File: src/rtl/ucie_ctl_phy_mm_data_transfer.sv
// rtl/ucie_ctl_phy_mm_data_transfer.sv - UCIe PHY mainband data transfer: TX FIFO with parity, RX forward with parity check
module ucie_ctl_phy_mm_data_transfer #(
    parameter int NBYTES = 8,
    parameter int NMOD   = 2,
    parameter int DEPTH  = 4,
    parameter int ERRW   = 8
) (
    input  logic                  i_clk,
    input  logic                  i_rst_n,
    input  logic                  i_enable,
    input  logic                  i_rdi_lp_irdy,
    input  logic                  i_rdi_lp_valid,
    input  logic [NBYTES*8-1:0]   i_rdi_lp_data,
    output logic                  o_rdi_pl_trdy,
    output logic [NBYTES*8-1:0]   o_data_sent,
    output logic                  o_data_valid,
    output logic [NMOD-1:0]       o_data_par,
    input  logic                  i_link_ready,
    input  logic [NBYTES*8-1:0]   i_data_received,
    input  logic                  i_data_valid,
    input  logic [NMOD-1:0]       i_data_par,
    output logic                  o_rdi_pl_valid,
    output logic [NBYTES*8-1:0]   o_rdi_pl_data,
    input  logic                  i_phy_req_data_error,
    input  logic                  i_clr_err_cnt,
    output logic                  o_par_err,
    output logic [ERRW-1:0]       o_par_err_cnt,
    output logic                  o_tx_empty
);

    localparam int W   = NBYTES * 8;
    localparam int SEG = W / NMOD;
    localparam int AW  = (DEPTH > 1) ? $clog2(DEPTH) : 1;
    localparam int CW  = AW + 1;

    logic [W-1:0]    r_mem [DEPTH];
    logic [AW-1:0]   r_wr_ptr;
    logic [AW-1:0]   r_rd_ptr;
    logic [CW-1:0]   r_count;
    logic            r_inject_pend;

    logic            w_full;
    logic            w_empty;
    logic            w_push;
    logic            w_pop;
    logic [NMOD-1:0] w_tx_par;
    logic [NMOD-1:0] w_rx_par;
    logic            w_rx_take;
    logic            w_rx_bad;

    assign w_full        = (r_count == CW'(DEPTH));
    assign w_empty       = (r_count == '0);
    // Reset gating keeps trdy/valid low even before the first reset edge lands.
    assign o_rdi_pl_trdy = i_rst_n & i_enable & ~w_full;
    assign o_data_valid  = i_rst_n & i_enable & ~w_empty;
    assign o_tx_empty    = w_empty;
    assign o_data_sent   = r_mem[r_rd_ptr];

    assign w_push = i_rdi_lp_irdy & i_rdi_lp_valid & o_rdi_pl_trdy;
    assign w_pop  = o_data_valid & i_link_ready;

    always_comb begin
        w_tx_par = '0;
        w_rx_par = '0;
        for (int m = 0; m < NMOD; m++) begin
            w_tx_par[m] = ^o_data_sent[m*SEG +: SEG];
            w_rx_par[m] = ^i_data_received[m*SEG +: SEG];
        end
    end

    // Parity is forced to zero while nothing is buffered; injection still flips bit 0.
    assign o_data_par = (w_empty ? '0 : w_tx_par) ^ NMOD'(r_inject_pend);

    assign w_rx_take = i_enable & i_data_valid;
    assign w_rx_bad  = w_rx_take & (w_rx_par != i_data_par);

    always_ff @(posedge i_clk) begin
        if (w_push) begin
            r_mem[r_wr_ptr] <= i_rdi_lp_data;
        end
    end

    always_ff @(posedge i_clk) begin
        if (!i_rst_n || !i_enable) begin
            r_wr_ptr      <= '0;
            r_rd_ptr      <= '0;
            r_count       <= '0;
            r_inject_pend <= 1'b0;
        end else begin
            if (w_push) begin
                r_wr_ptr <= r_wr_ptr + 1'b1;
            end
            if (w_pop) begin
                r_rd_ptr <= r_rd_ptr + 1'b1;
            end
            if (w_push && !w_pop) begin
                r_count <= r_count + 1'b1;
            end else if (w_pop && !w_push) begin
                r_count <= r_count - 1'b1;
            end
            if (r_inject_pend && w_pop) begin
                r_inject_pend <= 1'b0;
            end else if (!r_inject_pend && i_phy_req_data_error) begin
                r_inject_pend <= 1'b1;
            end
        end
    end

    always_ff @(posedge i_clk) begin
        if (!i_rst_n) begin
            o_rdi_pl_valid <= 1'b0;
            o_rdi_pl_data  <= '0;
            o_par_err      <= 1'b0;
            o_par_err_cnt  <= '0;
        end else begin
            o_rdi_pl_valid <= w_rx_take;
            o_par_err      <= w_rx_bad;
            if (w_rx_take) begin
                o_rdi_pl_data <= i_data_received;
            end
            if (i_clr_err_cnt) begin
                o_par_err_cnt <= '0;
            end else if (w_rx_bad && (o_par_err_cnt != '1)) begin
                o_par_err_cnt <= o_par_err_cnt + 1'b1;
            end
        end
    end

endmodule

File: config.mk
export PLATFORM = sky130hd
export DESIGN_NAME = ucie_ctl_phy_mm_data_transfer
export DESIGN_NICKNAME = d
export VERILOG_FILES = /design/src/rtl/ucie_ctl_phy_mm_data_transfer.sv
export SDC_FILE = /design/constraint.sdc
export NUM_CORES = 1
export LEC_CHECK = 0
export ABC_AREA = 1
export BUFFER_PORTS_ARGS = -buffer_cell sky130_fd_sc_hd__buf_4
export CAP_MARGIN = 20
export CELL_PAD_IN_SITES_DETAIL_PLACEMENT = 1
export CELL_PAD_IN_SITES_GLOBAL_PLACEMENT = 1
export CORE_MARGIN = 8
export CORE_UTILIZATION = 45
export CTS_CLUSTER_DIAMETER = 120
export CTS_CLUSTER_SIZE = 20
export DETAILED_ROUTE_END_ITERATION = 10
export PLACE_DENSITY = 0.94
export SLEW_MARGIN = 10
export SYNTH_ARGS = -nofsm -noshare
export SYNTH_HDL_FRONTEND = slang
export SYNTH_SLANG_ARGS = --single-unit
File: constraint.sdc
create_clock -name i_clk -period 7.75 [get_ports i_clk]
set_input_delay 1.1625 -clock i_clk [delete_from_list [all_inputs] [get_ports i_clk]]
set_output_delay 1.1625 -clock i_clk [all_outputs]
set_load 0.02 [all_outputs]
=== Yosys cells after proc, flatten, opt, wreduce, memory -nomap -nowiden ===
Memory sizes are Yosys's and may differ from the RTL's. A register that Yosys moved wholly into a read port is not among the register bits.
Index checks and enable logic that the tools add are counted.

* Equal/unequal tests: 3
* Bitwise logic cells: 12
* Muxes and demuxes: 7
* Reduce and logical (&&, ||, !) cells: 19
* $add $sub $neg: 5

{| class="wikitable"
|+ Operator list
! operator !! number
|-
| parity 32 bit || 4
|-
| adder 8 x 1 -> 8 bit (second input constant) || 1
|-
| bitwise AND 1 bit || 8
|-
| inequality test 8 bit (second input constant) || 1
|-
| two-way mux 2 bit || 3
|-
| two-way mux 3 bit || 2
|-
| logical AND 1 bit || 5
|-
| zero test 1 bit || 5
|-
| adder 2 x 1 -> 2 bit (second input constant) || 2
|-
| OR reduction 2 bit || 2
|-
| adder 3 x 1 -> 3 bit (second input constant) || 1
|-
| == test 3 bit (second input constant) || 1
|-
| zero test 3 bit || 1
|-
| inverter 1 bit || 3
|-
| subtractor 3 x 1 -> 3 bit (second input constant) || 1
|-
| two-way mux 1 bit || 2
|-
| inequality test 2 bit || 1
|-
| nonzero test 2 bit || 1
|-
| bitwise XOR 2 x 1 -> 2 bit || 1
|-
| logical OR 1 bit || 1
|}

* Memories: 1
* Bits of input ports: 139
* Register bits: 82
* RAM bits: 256
* Output and inout bits: 143

{| class="wikitable"
|+ Memories
! name !! words !! bits a word !! read ports !! clocked after Yosys merged registers in !! wr ports !! RTL line !! source
|-
| r_mem || 4 || 64 || 1 || 1 || 1 || 36 || <nowiki>logic [W-1:0] r_mem [DEPTH];</nowiki>
|}

=== Depth between registers and ports, before layout ===
* Depth in word-level cells: 8
* Depth in mapped cells: 20
* Mapped depth without buffers: 19

=== Least setup slack after synthesis ===
OpenSTA, ideal clock, no wires.

* Path kind: input to register
* Start point: input port i_enable
* End point: memory r_mem[0][0] in the netlist's numbering (enable)
* Stages on the path: 4
* Buffers on the path: 0
* Data arrival time: 4737 ps
* Library setup time: 487 ps
* Data required time: 7263 ps
* Path slack: 2526 ps
* Path through: nand2_1 -> a21oi_1 -> nand3_1 -> nor2_1

* Word-level cells in the longest chain between the ends: 5

{| class="wikitable"
|+ RTL lines
! item !! RTL line !! source
|-
| start: declaration || 10 || <nowiki>input logic i_enable,</nowiki>
|-
| bitwise AND 1 bit (2 in series) || 54 || <nowiki>assign o_rdi_pl_trdy = i_rst_n & i_enable & ~w_full;</nowiki>
|-
| named net o_rdi_pl_trdy || 14 || <nowiki>output logic o_rdi_pl_trdy,</nowiki>
|-
| bitwise AND 1 bit || 59 || <nowiki>assign w_push = i_rdi_lp_irdy & i_rdi_lp_valid & o_rdi_pl_trdy;</nowiki>
|-
| two-way mux 1 bit || 78 || <nowiki>if (w_push) begin</nowiki>
|-
| two-way mux 1 bit (not written as such) || 79 || <nowiki>r_mem[r_wr_ptr] <= i_rdi_lp_data;</nowiki>
|-
| end: declaration || 36 ||
|}

The timed path passes the listed nets, and every way through them passes these cells.

==> flow_summary.toml <==
[run_status]
outcome = "completed"

[sta]
min_period_over_period_pct = 70.2
finalWorstPathRequiredPeriod_ns = 5.44
relative_slew_slack_pct = 30.5
rsz0062_at_grt = "false"
timing.final.max_slew_violations = 0
max_freq_mhz = 184
clock_skew_ns = 0.0174
timing_worst_slew_pin_value_ns = 1.04
setup-violations-final = 0
setup-tns-final_ns = 0
final_hold_viol_count = 0

[power]
internal_portion_of_total_power_uw = 2650
p_sw_uw = 866
vdd_ir_drop_max_mv = 0.171
combinationalPowerShare_pct = 11.8
power_frac_clock_pct = 31.3
share_seq_of_total_power_pct = 56.9
switching_share_pct = 24.6
power.density_cell_area_nw_per_um2 = 188
static-leakage-power_uw = 0.00855

[critical_path]
critPathLaunchType = "flip-flop"
cp_cell_sequence = "inv_4 > buf_4 > nand2_1 > nand3_1 > nand2_1 > inv_2 > nand2_1 > nand2_1 > nand2_1 > nand2_1 > nand2_1 > nand2_1 > inv_1 > nand2_1 > nand2_1 > nand2_1 > nand3_1 > nand2_1 > nand2_1 > buf_4"
critPathMaxFanout = 78
startpoint_to_endpoint_class_of_the_critical_path = "reg2out"
slowest_delay_ns = 0.66
critical_path.most_common_cell = "sky130_fd_sc_hd__nand2_1"
regToRegStartpoint = "r_count[0]$_SDFFE_PP0P_"
arrival_ns = 4.28
critical_path.reg2reg.endpoint = "r_mem[2][63]$_DFFE_PP_"
slowest_stage_cell_on_the_critical_path = "sky130_fd_sc_hd__inv_4"
timing.critical_path.required_ns = 6.59
setup.reg_to_reg.worst_slack_ns = 5.02
capturing_element_type_of_the_critical_path = "output port"
path_delay_family = "simple AND/OR/NAND/NOR gates"
timing.critical_path.buf_inv = 5
r2r_cells = 5

[floorplan]
chipHeight_um = 202
number_of_i_o_pins = 282
die-area_um2 = 40900
core_um2 = 34400
placementRows = 68
starting_density_pct = 45.4
die_width_um = 202

[clocking]
cts-root-to-sink-buffers = 3
cts_h_tree_depth = 1
numClockSinks = 340
tritoncts = "yes"
post_cts_sizing_count = 0
clock_tree.root_cell = "sky130_fd_sc_hd__clkbuf_16"
numCtsBuffers = 20
cts_setup_buffers = 0
clkTransAtPathRegs_ns = 0.08
hold_buf_cts = 0
worst_skew_pair.late_latency_ns = 0.52

[global_routing]
grt_pass1_wl_um = 78400
number_of_antenna_violations_at_the_first_check_in_global_routing = 5
grt_usage_pct = 23.7
globalRoute.totalOverflow = 0
grt_max_degree = 88
vias_in_the_first_global_route = 14800

[drt]
drt_via_density = 5.27
drt_drc_violations_left = 0
drt_wl_cell_um = 19.9
routed_wirelength_um = 50200
num_vias = 13300
drt_iter0_drc = 766
detail-route-antenna-nets = 0
first_pass_iters = 5

[placement]
gpl.final_weighted_congestion = 0.833
detailed_place_hpwl_um = 36200
port_buffers = 281
post-place-cells = 2486

[synthesis]
mappedNetlistArea_um2 = 15600
synth-seq-area-share_pct = 60.0
postSynthCellCount = 1804
synth-edff-count = 256
postSynthNetCount = 1950
syn_avg_cell_area_um2 = 8.66
synthDistinctLibCells = 27
synth-seq-cells = 340
synth-async-reset-ratio_pct = 0
dominantRegCellSynth = "sky130_fd_sc_hd__edfxtp_1"
synth_warnings = 0

[finish]
layout.cells.most_common_list = "sky130_fd_sc_hd__nand2_1, sky130_fd_sc_hd__buf_4, sky130_fd_sc_hd__edfxtp_1"
nets = 2200
finalNonFillerCells = 2529
n_fill_cell = 4076
postLayoutCoreUtil_pct = 54.6
area_delta_synth_final_pct = 20.1
drive_above_1_share_pct = 16.0
leading_cell_type_in_the_layout_fill_and_taps_excluded = "sky130_fd_sc_hd__nand2_1"

[min_path]
hp-class = "reg2reg"
hp-start = "r_rd_ptr[0]$_SDFFE_PP0P_"
worst_hold_path.endpoint = "r_rd_ptr[0]$_SDFFE_PP0P_"
worstHoldPathCells = 2

[run]
max-cap-violations = 0
## power groups by stage
stage | clock [µW] | combinational (µW) | sequential [µW]
finish | 1100 | 416 | 2000
global route | 1170 | 460 | 2000
CTS | 1120 | 419 | 2000
detailed placement | 0 | 417 | 2040
global placement | 0 | 388 | 2040
floorplan | 0 | 189 | 2070
## flip-flops by register name, summed over array words and instances, names as in the netlist, named ones only
| signal | count |
|---|---|
| o_rdi_pl_valid | 1 |
| o_par_err | 1 |
| r_mem | 256 |
| o_rdi_pl_data | 64 |
| o_par_err_cnt | 8 |
| r_count | 3 |
| r_rd_ptr | 2 |
| r_wr_ptr | 2 |
| r_inject_pend | 1 |
## tightest hold or removal path, delay by kind of cell (launching register included)
kind | cells | cell delay, ns
flops | 1 | 0.31
compound gates | 1 | 0.06
buf+inv | 1 | 0.07
## final cells by class
class,count,area [µm²],area share (%)
clock buffer,36,582,3.10
tap,455,569,3.04
antenna,6,15.0,0.0801
sequential,340,9370,50.0
multi-input combinational,1227,5350,28.5
inverter,173,652,3.48
timing repair buffer,292,2210,11.8
## how the worst max path moves through the flow
stage / from / to / slack [ns] / cells past startpoint
floorplan: i_enable / r_mem[0][0]$_DFFE_PP_ / 2.53 / 4
global placement: i_rst_n / r_mem[2][43]$_DFFE_PP_ / 3.33 / 6
detailed placement: flip-flop / o_data_par[0] / 2.96 / 21
CTS: flip-flop / o_data_par[0] / 2.33 / 20
global route: flip-flop / o_data_par[0] / 2.00 / 20
finish: flip-flop / o_data_par[0] / 2.31 / 20
## cell usage after synthesis (2+ instances only)
cell type,instances,area [µm²]
sky130_fd_sc_hd__o21ai_0,74,370
sky130_fd_sc_hd__nand4_1,9,56.3
sky130_fd_sc_hd__nand2_1,796,2990
sky130_fd_sc_hd__buf_2,29,145
sky130_fd_sc_hd__nor2_1,90,338
sky130_fd_sc_hd__and2_1,2,12.5
sky130_fd_sc_hd__buf_1,4,15.0
sky130_fd_sc_hd__nand3_1,140,701
sky130_fd_sc_hd__o211ai_1,2,15.0
sky130_fd_sc_hd__dfxtp_1,84,1680
sky130_fd_sc_hd__edfxtp_1,256,7690
sky130_fd_sc_hd__xor2_1,24,210
sky130_fd_sc_hd__inv_2,9,33.8
sky130_fd_sc_hd__a21oi_1,47,235
sky130_fd_sc_hd__inv_1,164,616
sky130_fd_sc_hd__ha_1,6,75.1
sky130_fd_sc_hd__nor3_1,3,15.0
sky130_fd_sc_hd__clkbuf_1,30,113
sky130_fd_sc_hd__xnor2_1,27,236
## layer usage
| metal | up-vias | share of wire [%] | track usage, % |
|---|---|---|---|
| met5 | - | 0.026 | 0 |
| met4 | 2 | 3.5 | 9.71 |
| met3 | 112 | 8.5 | 6.42 |
| met2 | 463 | 50 | 42.2 |
| met1 | 6485 | 38 | 26.3 |
| li1 | 6276 | - | - |
## stage by stage
stage          hold slack (ns)  area [µm²]  total power [µW]  setup slack, ns
2_1_floorplan            0.449       15600              2260             2.53
3_3_place_gp             0.457       18100              2430             3.33
3_5_place_dp             0.476       18100              2460             2.96
4_1_cts                  0.488       18700              3540             2.33
5_1_grt                  0.517       18700              3640             2.00
6_report                 0.485       18800              3520             2.31
## cells by family (layout without fill, tap and decap cells)
family / count (synthesis) / after routing / share of synthesized area (%)
compound gates: 127 / 127 / 4.15
other cells: 0 / 6 / 0
mux: 1 / 1 / 0.0641
flops: 340 / 340 / 60.0
buf+inv: 237 / 501 / 5.95
simple gates: 1041 / 1041 / 26.4
xor+xnor: 51 / 51 / 2.86
fa+ha+maj: 7 / 7 / 0.609
(Power assumes the default switching activity.)
